## src/rtl/bn_channel_sequencer_pkg.sv

```systemverilog
// Shared definitions for the batch-normalization stage: sequencer FSM encoding
// and default geometry constants also used by the normalization datapath.
package bn_channel_sequencer_pkg;

  localparam int unsigned BN_FLOAT_BIT = 8;
  localparam int unsigned BN_FILTERS   = 64;
  localparam int unsigned BN_IMG_SIZE  = 48;

  typedef enum logic [1:0] {
    IDLE  = 2'd0,
    RUN   = 2'd1,
    DRAIN = 2'd2
  } bn_state_t;

endpackage

```

## src/rtl/bn_pos_counter.sv

```systemverilog
// Channel/pixel position counter for channel-interleaved activations.
// Flags the final element of the frame; wraps back to (0,0) after it.
module bn_pos_counter
  import bn_channel_sequencer_pkg::*;
#(
  parameter int unsigned FILTERS = BN_FILTERS,
  parameter int unsigned PIXELS  = BN_IMG_SIZE * BN_IMG_SIZE,
  localparam int unsigned CH_W   = $clog2(FILTERS),
  localparam int unsigned PIX_W  = $clog2(PIXELS)
) (
  input  logic            clk,
  input  logic            reset,
  input  logic            clear,
  input  logic            advance,
  output logic [CH_W-1:0] ch,
  output logic            last
);

  localparam logic [CH_W-1:0]  CH_LAST  = CH_W'(FILTERS - 1);
  localparam logic [PIX_W-1:0] PIX_LAST = PIX_W'(PIXELS - 1);

  logic [PIX_W-1:0] pix;
  logic             ch_wrap;

  assign ch_wrap = (ch == CH_LAST);
  assign last    = ch_wrap && (pix == PIX_LAST);

  always_ff @(posedge clk) begin
    if (reset || clear) begin
      ch  <= '0;
      pix <= '0;
    end else if (advance) begin
      if (ch_wrap) begin
        ch  <= '0;
        pix <= (pix == PIX_LAST) ? '0 : pix + PIX_W'(1);
      end else begin
        ch <= ch + CH_W'(1);
      end
    end
  end

endmodule

```

## src/rtl/bn_channel_sequencer.sv

```systemverilog
// Batch-normalization sequencer: tracks channel/pixel position of incoming
// activations, addresses the per-channel parameter memories and aligns output.
module bn_channel_sequencer
  import bn_channel_sequencer_pkg::*;
#(
  parameter int unsigned FLOAT_BIT = BN_FLOAT_BIT,
  parameter int unsigned FILTERS   = BN_FILTERS,
  parameter int unsigned IMG_SIZE  = BN_IMG_SIZE,
  localparam int unsigned PIXELS   = IMG_SIZE * IMG_SIZE,
  localparam int unsigned CH_W     = $clog2(FILTERS)
) (
  input  logic                 clk,
  input  logic                 reset,
  input  logic                 start,
  output logic                 busy,
  output logic                 done,
  input  logic                 s_valid,
  output logic                 s_ready,
  input  logic [FLOAT_BIT-1:0] s_data,
  output logic                 param_en,
  output logic [CH_W-1:0]      param_addr,
  output logic                 m_valid,
  input  logic                 m_ready,
  output logic [FLOAT_BIT-1:0] m_data,
  output logic [CH_W-1:0]      m_ch,
  output logic                 m_last
);

  bn_state_t       state, state_nxt;
  logic            accept;
  logic            frame_start;
  logic            final_elem;
  logic [CH_W-1:0] ch_cnt;

  bn_pos_counter #(
    .FILTERS (FILTERS),
    .PIXELS  (PIXELS)
  ) u_pos (
    .clk     (clk),
    .reset   (reset),
    .clear   (frame_start),
    .advance (accept),
    .ch      (ch_cnt),
    .last    (final_elem)
  );

  // A stalled output register blocks new accepts, so the parameter memories
  // (enable low) keep presenting the data that matches m_data.
  assign s_ready     = (state == RUN) && (!m_valid || m_ready);
  assign accept      = s_valid && s_ready;
  assign frame_start = (state == IDLE) && start;
  assign param_en    = accept;
  assign param_addr  = ch_cnt;
  assign busy        = (state != IDLE);

  always_comb begin
    state_nxt = state;
    case (state)
      IDLE:    if (start) state_nxt = RUN;
      RUN:     if (accept && final_elem) state_nxt = DRAIN;
      DRAIN:   if (m_valid && m_ready) state_nxt = IDLE;
      default: state_nxt = IDLE;
    endcase
  end

  always_ff @(posedge clk) begin
    if (reset) state <= IDLE;
    else       state <= state_nxt;
  end

  always_ff @(posedge clk) begin
    if (reset) begin
      m_valid <= 1'b0;
      m_data  <= '0;
      m_ch    <= '0;
      m_last  <= 1'b0;
      done    <= 1'b0;
    end else begin
      done <= (state == DRAIN) && m_valid && m_ready;
      if (accept) begin
        m_valid <= 1'b1;
        m_data  <= s_data;
        m_ch    <= ch_cnt;
        m_last  <= final_elem;
      end else if (m_ready) begin
        m_valid <= 1'b0;
      end
    end
  end

endmodule

```

## config.mk

```make
export PLATFORM = sky130hd
export DESIGN_NAME = bn_channel_sequencer
export DESIGN_NICKNAME = d
export VERILOG_FILES = /design/src/rtl/bn_channel_sequencer_pkg.sv /design/src/rtl/bn_pos_counter.sv /design/src/rtl/bn_channel_sequencer.sv
export SDC_FILE = /design/constraint.sdc
export NUM_CORES = 1
export LEC_CHECK = 0
export CELL_PAD_IN_SITES_DETAIL_PLACEMENT = 1
export CELL_PAD_IN_SITES_GLOBAL_PLACEMENT = 2
export CORE_UTILIZATION = 33
export CTS_CLUSTER_DIAMETER = 80
export DETAILED_ROUTE_END_ITERATION = 12
export PLACE_DENSITY = 0.91
export RECOVER_POWER = 50
export SYNTH_ARGS = -nofsm -noshare
export SYNTH_HDL_FRONTEND = slang
export SYNTH_HIERARCHICAL = 1
export SYNTH_SLANG_ARGS = --single-unit
```

## constraint.sdc

```tcl
create_clock -name clk -period 6.6 [get_ports clk]
set_input_delay 0.66 -clock clk [delete_from_list [all_inputs] [get_ports clk]]
set_output_delay 0.66 -clock clk [all_outputs]
set_load 0.1 [all_outputs]
```

## Word level (Yosys, flattened, before mapping)

Index checks and enable logic that the tools add are counted.

| cells by class | value |
|---|---|
| $add $sub $neg | 2 |
| equality and inequality tests | 7 |
| multiplexer cells | 8 |
| reduce and logical (&&, ||, !) cells | 16 |

Operators with widths:

| kind | number |
|---|---|
| 12-bit by 1-bit adder with 12-bit output, second input constant | 1 |
| 12-bit equality test, second input constant | 1 |
| 12-bit 2-to-1 mux | 1 |
| 1-bit logical AND | 8 |
| 6-bit by 1-bit adder with 6-bit output, second input constant | 1 |
| 6-bit equality test, second input constant | 1 |
| 2-bit 2-to-1 mux | 3 |
| 6-bit 2-to-1 mux | 1 |
| 2-bit one-hot mux with 3 select lines | 1 |
| 2-bit inequality test, second input constant | 2 |
| 2-bit nonzero test | 2 |
| 3-bit AND reduction | 1 |
| 2-bit by 1-bit equality test with 1-bit output, second input constant | 1 |
| 2-bit equality test, second input constant | 1 |
| 2-bit zero test | 1 |
| 1-bit logical OR | 2 |
| 1-bit 2-to-1 mux | 2 |
| 2-bit by 1-bit inequality test with 1-bit output, second input constant | 1 |
| 2-bit AND reduction | 1 |
| 1-bit zero test | 1 |

| word-level totals | value |
|---|---|
| register bits | 37 |
| output and inout port bits | 26 |
| word-level logic and storage cells | 41 |

## Longest topological paths before layout

Gate-level depths: netlist of the first run.

| logic depth | value |
|---|---|
| word-level depth | 7 |
| gate-level depth with buffers | 7 |
| mapped depth without buffers | 6 |

## Modules after synthesis

Netlist of the first run, hierarchy kept.

By module, submodules not included:

| module | times used | cells each | area each (µm²) | sequential area each (µm²) |
|---|---|---|---|---|
| bn_channel_sequencer | 1 | 94 | 1,004.7 | 380.4 |
| bn_pos_counter | 1 | 98 | 857.1 | 360.3 |

## Least setup slack after synthesis of the first run

No wires, ideal clock.

| path | value |
|---|---|
| path kind | register to register |
| start point | reg m_valid |
| end point | reg u_pos.pix[11] |
| setup time | 70 ps |
| arrival time | 3,421 ps |
| slack | 3,109 ps |
| cell stages (with the launch flop) | 8 |
| buffers on the path | 1 |
| clock period less this slack | 3,491 ps |
| cell sequence | dfxtp_1 > nor2b_1 > buf_4 > nor3_4 > nand4_1 > nor3_1 > or4b_1 > a21oi_1 |

| between the ends | value |
|---|---|
| word-level cells in the longest chain between the ends | 5 |

Ends and longest elaborated chain:

| element | RTL line | RTL |
|---|---|---|
| from (decl) | bn_channel_sequencer.sv:22 | `output logic m_valid,` |
| from (signal assigned) | bn_channel_sequencer.sv:73 | `m_valid <= 1'b0;` |
| from (signal assigned) | bn_channel_sequencer.sv:81 | `m_valid <= 1'b1;` |
| from (signal assigned) | bn_channel_sequencer.sv:86 | `m_valid <= 1'b0;` |
| 1-bit zero test | bn_channel_sequencer.sv:49 | `assign s_ready = (state == RUN) && (!m_valid \|\| m_ready);` |
| 1-bit logical OR | bn_channel_sequencer.sv:49 |  |
| 1-bit logical AND | bn_channel_sequencer.sv:49 |  |
| 1-bit logical AND | bn_channel_sequencer.sv:50 | `assign accept = s_valid && s_ready;` |
| via param_en | bn_channel_sequencer.sv:20 | `output logic param_en,` |
| 2-bit AND reduction (no line) | n/a |  |
| to (signal assigned) | bn_pos_counter.sv:35 | `pix <= (pix == PIX_LAST) ? '0 : pix + PIX_W'(1);` |
| to (decl) | bn_pos_counter.sv:22 | `logic [PIX_W-1:0] pix;` |

The timed path passes the listed nets, and every way through them passes these cells.
A chain may end at the register's enable or synchronous reset.

## Worst setup path in the final report of the first run

| path | value |
|---|---|
| start point | in m_ready |
| end point | out param_en |

| between the ends | value |
|---|---|
| word-level cells in the longest chain between the ends | 3 |

Ends and longest elaborated chain:

| element | RTL line | RTL |
|---|---|---|
| from (decl) | bn_channel_sequencer.sv:23 | `input logic m_ready,` |
| 1-bit logical OR | bn_channel_sequencer.sv:49 |  |
| 1-bit logical AND | bn_channel_sequencer.sv:49 |  |
| 1-bit logical AND | bn_channel_sequencer.sv:50 |  |
| to (decl) | bn_channel_sequencer.sv:20 |  |

Every way passes these cells.

==> results of run 1 <==
-- cell families (layout without fill, tap and decap cells) --
kind of cell | Yosys count | in the layout | share of synthesized area, %
muxes | 1 | 1 | 0.5377
buffers and inverters | 19 | 50 | 7.862
xor gates and xnor gates | 14 | 14 | 6.586
and+or+nand+nor | 80 | 80 | 26.28
adders and majority gates | 2 | 2 | 1.344
AOI/OAI and AO/OA | 39 | 39 | 17.61
DFF | 37 | 37 | 39.78
-- flip-flops by register name, summed over array words and instances (netlist names) --
register and cells:
u_pos/pix 12, m_data 8, m_ch 6, u_pos/ch 6, state 2, done 1
m_last 1, m_valid 1
-- final cells by class --
type,count,area [um2],area share (%)
clock buffers,5,68.82,3.035
clock inverters,1,5.005,0.2208
inverters,5,18.77,0.8278
multi-input cells,136,958.4,42.27
flip-flops and latches,37,740.7,32.67
well taps,70,87.58,3.863
repair buffers,39,387.9,17.11
-- metal layers --
metal | wire [um] | vias up
met5 | 0 | -
met4 | 61 | 0
met3 | 151 | 6
met2 | 2117 | 25
met1 | 2168 | 753
li1 | - | 765
-- report_power, final --
part	leakage, nW	internal, W	switching (W)
Clock	0.0399	0.0000695	0.0000767
Combinational	0.374	0.0000181	0.0000464
Sequential	0.299	0.000226	0.00000289
Total	0.713	0.000314	0.000126
-- stage by stage --
stage | power [W] | instance area [um2] | std cells | utilization [%]
global route | 0.0004614 | 2267 | 293 | 43.02
CTS | 0.0004500 | 2286 | 293 | 43.38
finish | 0.0004399 | 2267 | 293 | 43.02
global placement | 0.0003002 | 2212 | 287 | 41.98
detailed placement | 0.0003006 | 2212 | 287 | 41.98
floorplan | 0.0002849 | 1862 | 192 | -
-- Yosys cell counts, types with 2 or more instances --
cell type  instances
a21oi_1           19
buf_6              4
nand2_1           10
and4_1             3
o31ai_1            6
o31ai_2           10
buf_2              4
nor3_1             2
xor2_1             4
nand4b_1          15
ha_1               2
buf_4              2
inv_1              5
nor4_1             5
dfxtp_1           37
nor2_1            21
xnor2_1           10
nand4_1            6
or2_2              2
or4b_1             2
nand3_1            5
-- worst max path at each step --
| stage | startpoint | endpoint | cells after the start |
|---|---|---|---|
| 2_1_floorplan | m_valid$_SDFFE_PP0P_ | u_pos/pix[11]$_SDFFE_PP0P_ | 7 |
| 3_3_place_gp | s_valid | param_en | 4 |
| 3_5_place_dp | s_valid | param_en | 4 |
| 4_1_cts | s_valid | param_en | 4 |
| 5_1_grt | m_ready | param_en | 4 |
| 6_report | m_ready | param_en | 4 |
-- worst register-to-register path: stages (launching register included) --
cell and delay [ns]:
dfxtp_1 0.34, nor2b_1 0.40, nor3_1 1.05, nand4_1 0.56
nor3_1 0.42, or4b_1 0.46, a21oi_1 0.15
==> results.py, run 1 <==
metrics = {
    "status": {
        "outcome": "finished with violations",
        "violations": "max-capacitance violations, max-slew violations",
    },
    "hold_path": {
        "hold_class": "reg2reg",
        "whs_path_depth": 2,
        "min_to": "m_ch[5]$_SDFFE_PP0P_",
        "hp-start": "m_ch[5]$_SDFFE_PP0P_",
    },
    "power_and_ir_drop": {
        "p_leak_nw": 0.7133,
        "max-vdd-ir-drop_mv": 0.08319,
        "p_per_area_nw_per_um2": 194.0,
    },
    "cts": {
        "cts_hold_buf": 0,
        "cts_root_buf": "clkbuf_8",
        "cts_tree": "done",
        "cts_resized": 0,
        "cts_made_buffers": 5,
        "cts.sinks": 37,
        "path_clk_slew_ns": 0.07,
        "cts_setup_buffers": 0,
        "worstSkewPairLatency_ns": 0.29,
        "htreeDepth": 2,
        "clockBufferDepth": 2,
    },
    "sta": {
        "hold_viol_final": 0,
        "fin_crit_sh_pct": 71.75,
        "setup_violations": 0,
        "worst_slew_pin_slew_ns": 1.609,
        "holdWs_ns": 0.4713,
        "rsz0062_at_grt": "no",
        "setup_tns_ns": 0,
        "fmax_ghz": 0.2112,
        "slew_viol_final": 18,
        "fin_skew_ns": 0.006378,
        "fin_crit_ns": 4.736,
        "setup_slack_ns": 1.864,
        "relSlewSlack_pct": -7.494,
    },
    "finish": {
        "final_cell_mix": "37 x dfxtp_1, 24 x clkdlybuf4s50_1, 21 x nor2_1",
        "layout-drive-gt1-share_pct": 10.76,
        "final.fill_count": 629,
        "diodes": 0,
        "layout_commonest_cell": "dfxtp_1",
        "layout.nets": 239,
        "syn2layout_area_growth_pct": 21.77,
    },
    "placement": {
        "io_buffers": 38,
        "place_ws_ns": 2.783,
        "hpwl_mm": 3.085,
        "gp_congestion": 0.7502,
    },
    "grt": {
        "busiest_layer": "met2",
        "grt_overflow_total": 0,
        "grtUsageMet3_pct": 3.571,
        "grt_pass1_wl_mm": 7.866,
        "use_met1_pct": 21.24,
        "grt_max_degree": 37,
        "met2_usage_pct": 27.95,
        "grt_pass1_vias": 1614,
        "grt_usage_pct": 16.73,
        "antenna_found_initial": 0,
    },
    "synthesis": {
        "synth_edf_count": 0,
        "yosysSeqAreaShare_pct": 39.78,
        "syn_avg_cell_area_um2": 9.697,
        "synth_warnings": 6,
        "synth_fp_nets": 207,
        "yosysTopAreaCell": "dfxtp_1",
        "netlist_instances": 192,
        "yosys-top-cells-area": "dfxtp_1 40%, nand4b_1 7.1%, o31ai_2 6.7%, a21oi_1 5.1%, xnor2_1 4.7%",
        "netlist_area_um2": 1862,
        "synth-seq-cells": 37,
        "synth_top_area_share_pct": 39.78,
        "async_flop_share_pct": 0,
        "yosysUniqueCellTypes": 39,
        "ys.flop_type": "dfxtp_1",
    },
    "route": {
        "via_per_inst": 5.287,
        "wirelength_mm": 4.498,
        "firstDrtPassIters": 4,
        "drt_drc_violations_left": 0,
        "drt_iter0_markers": 79,
        "ant_nets": 0,
        "vias": 1549,
        "routedWlPerCell_um": 15.35,
    },
    "setup_path": {
        "crit_arrival_ns": 4.08,
        "r2r_end": "u_pos/pix[11]$_SDFFE_PP0P_",
        "cp_slowest_stage_delay_ns": 1.22,
        "crit_buf_inv": 2,
        "critPathRequiredTime_ns": 5.94,
        "worst-setup-path-type": "in2out",
        "reg2reg_setup_slack_ns": 3.15,
        "cp_top_family": "simple AND/OR/NAND/NOR gates",
        "startpoint_type": "primary input",
        "crit_chain": "dlygate4sd3_1, nor2b_1, nor3_1, clkdlybuf4s50_1",
        "cp-end-kind": "output pin",
        "worstPathMaxFanout": 17,
        "crit_slowest_cell": "nor2b_1",
        "timing.rr.start": "m_valid$_SDFFE_PP0P_",
        "r2r_cells": 6,
    },
    "die": {
        "start_util_pct": 35.33,
        "core_um2": 5270,
        "die_w_um": 77.11,
        "die_h_um": 77.11,
        "design.die.area_um2": 5946,
        "ios": 39,
        "fp-row-count": 26,
    },
    "flow_run": {
        "maxCapViolCount": 1,
    },
}
No activity file was read; power rests on OpenSTA's default activity.
==> run 2, diff against run 1 <==
--- a/config.mk
+++ b/config.mk
@@ -7,10 +7,10 @@
 export LEC_CHECK = 0
 export CELL_PAD_IN_SITES_DETAIL_PLACEMENT = 1
 export CELL_PAD_IN_SITES_GLOBAL_PLACEMENT = 2
-export CORE_UTILIZATION = 33
+export CORE_UTILIZATION = 28
 export CTS_CLUSTER_DIAMETER = 80
 export DETAILED_ROUTE_END_ITERATION = 12
-export PLACE_DENSITY = 0.91
+export PLACE_DENSITY = 0.83
 export RECOVER_POWER = 50
 export SYNTH_ARGS = -nofsm -noshare
 export SYNTH_HDL_FRONTEND = slang
==> constraint.sdc (replaced) <==
create_clock -name clk -period 3.88 [get_ports clk]
set_input_delay 0.388 -clock clk [delete_from_list [all_inputs] [get_ports clk]]
set_output_delay 0.388 -clock clk [all_outputs]
set_load 0.1 [all_outputs]
==> run 2 against run 1 <==
  * The run still ends with max-capacitance violations, max-slew violations left
  * Cell count increased by 3.1%
  * Sequential power increased by 70%
  * Via count decreased by 1.0%
  * Clock-buffer cell count unchanged
  * Utilization decreased by 7.0 points
  * Worst hold slack got worse by 0.0015 ns
  * Non-clock buffer count unchanged
  * Combinational power increased by 71%
  * Worst setup slack got worse by 1.2 ns
==> results.py, run 2 (same netlist as run 1, synthesis figures left out) <==
metrics = {
    "route": {
        "firstDrtPassIters": 4,
        "ant_nets": 0,
        "wirelength_mm": 4.592,
        "drt_iter0_markers": 56,
        "drt_drc_violations_left": 0,
        "routedWlPerCell_um": 15.21,
        "vias": 1533,
        "via_per_inst": 5.076,
    },
    "sta": {
        "relSlewSlack_pct": -12.35,
        "worst_slew_pin_slew_ns": 1.682,
        "setup_violations": 0,
        "fin_skew_ns": 0.01082,
        "fin_crit_ns": 3.175,
        "setup_tns_ns": 0,
        "rsz0062_at_grt": "no",
        "fin_crit_sh_pct": 81.84,
        "fmax_ghz": 0.3149,
        "slew_viol_final": 54,
        "hold_viol_final": 0,
        "holdWs_ns": 0.4698,
    },
    "grt": {
        "antenna_found_initial": 0,
        "grt_pass1_vias": 1560,
        "grtUsageMet3_pct": 3.462,
        "met2_usage_pct": 21.76,
        "grt_overflow_total": 0,
        "use_met1_pct": 17.90,
        "busiest_layer": "met2",
        "grt_pass1_wl_mm": 7.748,
        "grt_max_degree": 36,
        "grt_usage_pct": 13.88,
    },
    "finish": {
        "layout-drive-gt1-share_pct": 13.33,
        "layout.cells.non_filler": 302,
        "multi_input_area_um2": 974.7,
        "final-seq-area_um2": 740.7,
        "utilization_pct": 35.99,
        "layout.nets": 239,
        "layout_commonest_cell": "dfxtp_1",
        "final_cell_mix": "37 x dfxtp_1, 21 x nor2_1, 21 x clkdlybuf4s50_1",
        "largest_reg_flops": 12,
        "final.fill_count": 753,
        "design_area_um2": 2298,
        "top_register": "u_pos/pix",
        "top_regs": "u_pos/pix: 12 flops, m_data: 8 flops",
        "syn2layout_area_growth_pct": 23.45,
        "diodes": 0,
    },
    "setup_path": {
        "worst-setup-path-type": "in2out",
        "critPathRequiredTime_ns": 3.49,
        "cp-end-kind": "output pin",
        "worstPathMaxFanout": 17,
        "crit_arrival_ns": 2.79,
        "cp_slowest_stage_delay_ns": 1.27,
        "crit_chain": "dlygate4sd3_1, nor2b_1, nor3_4, buf_4",
        "startpoint_type": "primary input",
        "crit_slowest_cell": "nor2b_1",
    },
    "cts": {
        "cts_setup_buffers": 0,
        "cts_tree": "done",
        "cts.sinks": 37,
        "cts_made_buffers": 5,
        "cts_resized": 0,
        "worstSkewPairLatency_ns": 0.30,
        "cts_hold_buf": 0,
        "path_clk_slew_ns": 0.08,
        "cts_root_buf": "clkbuf_8",
        "clockBufferDepth": 2,
        "htreeDepth": 2,
    },
    "status": {
        "outcome": "finished with violations",
        "violations": "max-capacitance violations, max-slew violations",
    },
    "die": {
        "die_w_um": 83.54,
        "ios": 39,
        "die_h_um": 83.54,
        "start_util_pct": 29.15,
        "design.die.area_um2": 6979,
        "core_um2": 6386,
        "fp-row-count": 29,
    },
    "power_and_ir_drop": {
        "p_per_area_nw_per_um2": 336.6,
        "switching_share_pct": 30.06,
        "max-vdd-ir-drop_mv": 0.1884,
        "clkPwrFrac_pct": 35.4,
        "total_switching_power_w": 0.0002326,
        "power_frac_seq_pct": 50.4,
        "power_frac_comb_pct": 14.2,
        "p_leak_nw": 0.7095,
        "p_int_w": 0.0005411,
    },
    "placement": {
        "dpl_cell_area_um2": 2213,
        "hpwl_mm": 3.183,
        "io_buffers": 38,
        "dp_cells": 294,
        "gp_congestion": 0.7664,
    },
    "hold_path": {
        "hold_class": "reg2reg",
    },
    "flow_run": {
        "maxCapViolCount": 2,
    },
}
## run 2: area by class of cell
| cell class | count | share of cell area [%] |
|---|---|---|
| clock buffer | 5 | 2.994 |
| clock inverter | 3 | 0.9799 |
| inverter | 5 | 0.8166 |
| multi-input combinational | 136 | 42.41 |
| sequential | 37 | 32.23 |
| tap | 77 | 4.192 |
| timing repair buffer | 39 | 16.39 |
## run 2: path summary, 6_finish.rpt
| check | slack (ns) | endpoint | cells past startpoint | startpoint |
|---|---|---|---|---|
| hold / removal | 0.47 | m_data[7]$_SDFFE_PP0P_ | 2 | m_data[7]$_SDFFE_PP0P_ |
| hold reg to reg | 0.47 | m_data[7]$_SDFFE_PP0P_ | 2 | m_data[7]$_SDFFE_PP0P_ |
| setup / recovery | 0.70 | param_en | 4 | m_ready |
| setup reg to reg | 1.05 | u_pos/pix[11]$_SDFFE_PP0P_ | 6 | m_valid$_SDFFE_PP0P_ |
## run 2: power groups by stage
stage / logic (W) / registers (W) / clock network, W
after detailed placement: 0.000112 / 0.000399 / 0
after floorplan: 0.0000531 / 0.000431 / 0
final: 0.000110 / 0.000390 / 0.000274
after CTS: 0.000112 / 0.000390 / 0.000283
after global routing: 0.000115 / 0.000391 / 0.000303
after global placement: 0.000111 / 0.000399 / 0
## run 2: routing by layer
metal | vias up | share of wire, %
li1 | 767 | -
met1 | 724 | 50
met2 | 31 | 44
met3 | 11 | 3.2
met4 | 0 | 2.4
met5 | - | 0
## run 2: critical path: cells and delay by family
| kind | cells | cell delay [ns] |
|---|---|---|
| buffers and inverters | 2 | 0.90 |
| AND/OR/NAND/NOR | 2 | 1.48 |
## run 2: through the flow
step	worst slack [ns]	total power (W)
floorplan	0.3888	0.0004846
global placement	0.9194	0.0005103
detailed placement	0.8004	0.0005109
CTS	1.107	0.0007856
global route	0.4819	0.0008094
finish	0.7048	0.0007737
==> run 3, diff against run 2 <==
--- a/config.mk
+++ b/config.mk
@@ -7,10 +7,10 @@
 export LEC_CHECK = 0
 export CELL_PAD_IN_SITES_DETAIL_PLACEMENT = 1
 export CELL_PAD_IN_SITES_GLOBAL_PLACEMENT = 2
-export CORE_UTILIZATION = 28
+export CORE_UTILIZATION = 31
 export CTS_CLUSTER_DIAMETER = 80
 export DETAILED_ROUTE_END_ITERATION = 12
-export PLACE_DENSITY = 0.83
+export PLACE_DENSITY = 0.87
 export RECOVER_POWER = 50
 export SYNTH_ARGS = -nofsm -noshare
 export SYNTH_HDL_FRONTEND = slang
==> constraint.sdc (replaced) <==
create_clock -name clk -period 3.2 [get_ports clk]
set_input_delay 0.32 -clock clk [delete_from_list [all_inputs] [get_ports clk]]
set_output_delay 0.32 -clock clk [all_outputs]
set_load 0.1 [all_outputs]
==> run 3 against run 2 <==
  * The flow still finishes with violations (max-capacitance violations, max-slew violations)
  * Flip-flop and latch count stayed put
  * Cell count stayed put
  * Die area is 9.4% lower
  * Worst setup slack worse by 0.22 ns
  * First-iteration DRC count is 1.8% lower
  * Register-to-register slack worse by 0.36 ns
  * Cell area is 1.1% higher
  * Critical endpoint is now busy
  * Largest cell class unchanged
  * Largest power group unchanged
  * Highest routed layer unchanged
==> results.py, run 3 (same netlist as run 1, synthesis figures left out) <==
metrics = {
    "status": {
        "outcome": "finished with violations",
        "violations": "max-capacitance violations, max-slew violations",
    },
    "setup_path": {
        "reg2reg_setup_slack_ns": 0.69,
        "cp-end-kind": "output pin",
        "worstPathMaxFanout": 35,
        "crit_slowest_cell": "clkbuf_1",
        "crit_buf_inv": 2,
        "cp_top_family": "buffers and inverters",
        "crit_arrival_ns": 2.40,
        "cp_slowest_stage_delay_ns": 1.13,
        "critPathRequiredTime_ns": 2.88,
        "startpoint_type": "register",
        "crit_chain": "clkbuf_1, or2_2, buf_4",
        "r2r_end": "u_pos/pix[11]$_SDFFE_PP0P_",
        "r2r_cells": 6,
        "timing.rr.start": "state[1]$_SDFFE_PP0P_",
        "worst-setup-path-type": "reg2out",
    },
    "sta": {
        "setup_violations": 0,
        "slew_viol_final": 36,
        "setup_tns_ns": 0,
        "fin_crit_ns": 2.717,
        "rsz0062_at_grt": "no",
        "fin_skew_ns": 0.004922,
        "holdWs_ns": 0.4744,
        "hold_viol_final": 0,
        "fmax_ghz": 0.3681,
        "worst_slew_pin_slew_ns": 1.539,
        "relSlewSlack_pct": -2.633,
        "fin_crit_sh_pct": 84.90,
        "setup_slack_ns": 0.4832,
    },
    "grt": {
        "grt_pass1_wl_mm": 8.052,
        "grt_usage_pct": 16.44,
        "grt_pass1_vias": 1605,
        "grt_overflow_total": 0,
        "grt_max_degree": 36,
        "antenna_found_initial": 0,
    },
    "cts": {
        "cts_root_buf": "clkbuf_8",
        "cts_setup_buffers": 0,
        "path_clk_slew_ns": 0.08,
        "cts.sinks": 37,
        "cts_made_buffers": 5,
        "worstSkewPairLatency_ns": 0.29,
        "clockBufferDepth": 2,
        "htreeDepth": 2,
        "cts_tree": "done",
        "cts_resized": 0,
        "cts_hold_buf": 0,
    },
    "placement": {
        "place_ws_ns": 0.6503,
        "dpl_cell_area_um2": 2238,
        "gp_congestion": 0.8209,
        "hpwl_mm": 3.314,
        "io_buffers": 38,
    },
    "power_and_ir_drop": {
        "max-vdd-ir-drop_mv": 0.1874,
        "p_per_area_nw_per_um2": 445.3,
        "p_leak_nw": 0.7292,
        "power_w": 0.001035,
    },
    "finish": {
        "layout-drive-gt1-share_pct": 15.22,
        "syn2layout_area_growth_pct": 24.80,
        "layout.nets": 244,
        "top_register": "u_pos/pix",
        "final-seq-area_um2": 742.0,
        "multi_input_area_um2": 969.7,
        "design_area_um2": 2323,
        "layout_commonest_cell": "dfxtp_1",
        "largest_reg_flops": 12,
        "diodes": 0,
        "final_cell_mix": "36 x dfxtp_1, 24 x clkdlybuf4s50_1, 21 x nor2_1",
        "final.fill_count": 651,
        "top_regs": "u_pos/pix: 12 flops, m_data: 8 flops",
    },
    "die": {
        "core_um2": 5642,
        "design.die.area_um2": 6319,
        "die_h_um": 79.50,
        "start_util_pct": 33.00,
        "die_w_um": 79.50,
        "fp-row-count": 27,
        "ios": 39,
    },
    "flow_run": {
        "maxCapViolCount": 1,
    },
    "route": {
        "ant_nets": 0,
        "drt_iter0_markers": 55,
        "drt_drc_violations_left": 0,
        "firstDrtPassIters": 4,
        "via_per_inst": 5.285,
        "routedWlPerCell_um": 16.20,
        "wirelength_mm": 4.893,
        "vias": 1596,
    },
    "hold_path": {
        "hold_class": "reg2reg",
        "whs_path_depth": 2,
        "hp-start": "m_data[2]$_SDFFE_PP0P_",
        "min_to": "m_data[2]$_SDFFE_PP0P_",
    },
}
run 3: worst min-delay path, cell delays in order, from the launching register on:
cell	delay (ns)
dfxtp_1	0.32
o31ai_2	0.05
a21oi_1	0.06
run 3: layout make-up:
type                    instances  share of cell area, %
repair buffers                 44                  16.64
clock buffers                   7                  3.716
multi-input cells             136                  41.73
clock inverters                 1                  1.292
inverters                       5                 0.8078
well taps                      72                  3.877
flip-flops and latches         37                  31.93
run 3: report_power, final:
group	leakage [nW]	switching (W)	total (W)	internal, W
sequential	0.300	0.00000614	0.000473	0.000467
clock	0.0585	0.000170	0.000424	0.000254
combinational	0.371	0.0000981	0.000138	0.0000399
total	0.729	0.000274	0.00103	0.000761
run 3: routing by layer:
layer  wire length, um  GRT usage [%]  part of all wire, %
met3               169          3.543                  3.5
met1              2384          21.87                   49
met2              2314          26.67                   47
met5                 0              0                    0
met4                25          4.364                 0.51
run 3: how the worst max path moves through the flow:
stage,cells past startpoint,end,startpoint,slack (ns)
finish,3,busy,state[1]$_SDFFE_PP0P_,0.48
global route,3,busy,state[1]$_SDFFE_PP0P_,0.36
CTS,5,param_en,m_ready,0.71
detailed placement,7,u_pos/pix[10]$_SDFFE_PP0P_,m_ready,0.65
global placement,7,u_pos/pix[10]$_SDFFE_PP0P_,m_ready,0.70
floorplan,7,u_pos/pix[11]$_SDFFE_PP0P_,m_valid$_SDFFE_PP0P_,-0.008
run 3: per-stage QoR:
| step | util [%] | cells |
|---|---|---|
| 2_1_floorplan | - | 192 |
| 3_3_place_gp | 39.68 | 294 |
| 3_5_place_dp | 39.68 | 294 |
| 4_1_cts | 41.74 | 302 |
| 5_1_grt | 41.18 | 302 |
| 6_report | 41.18 | 302 |
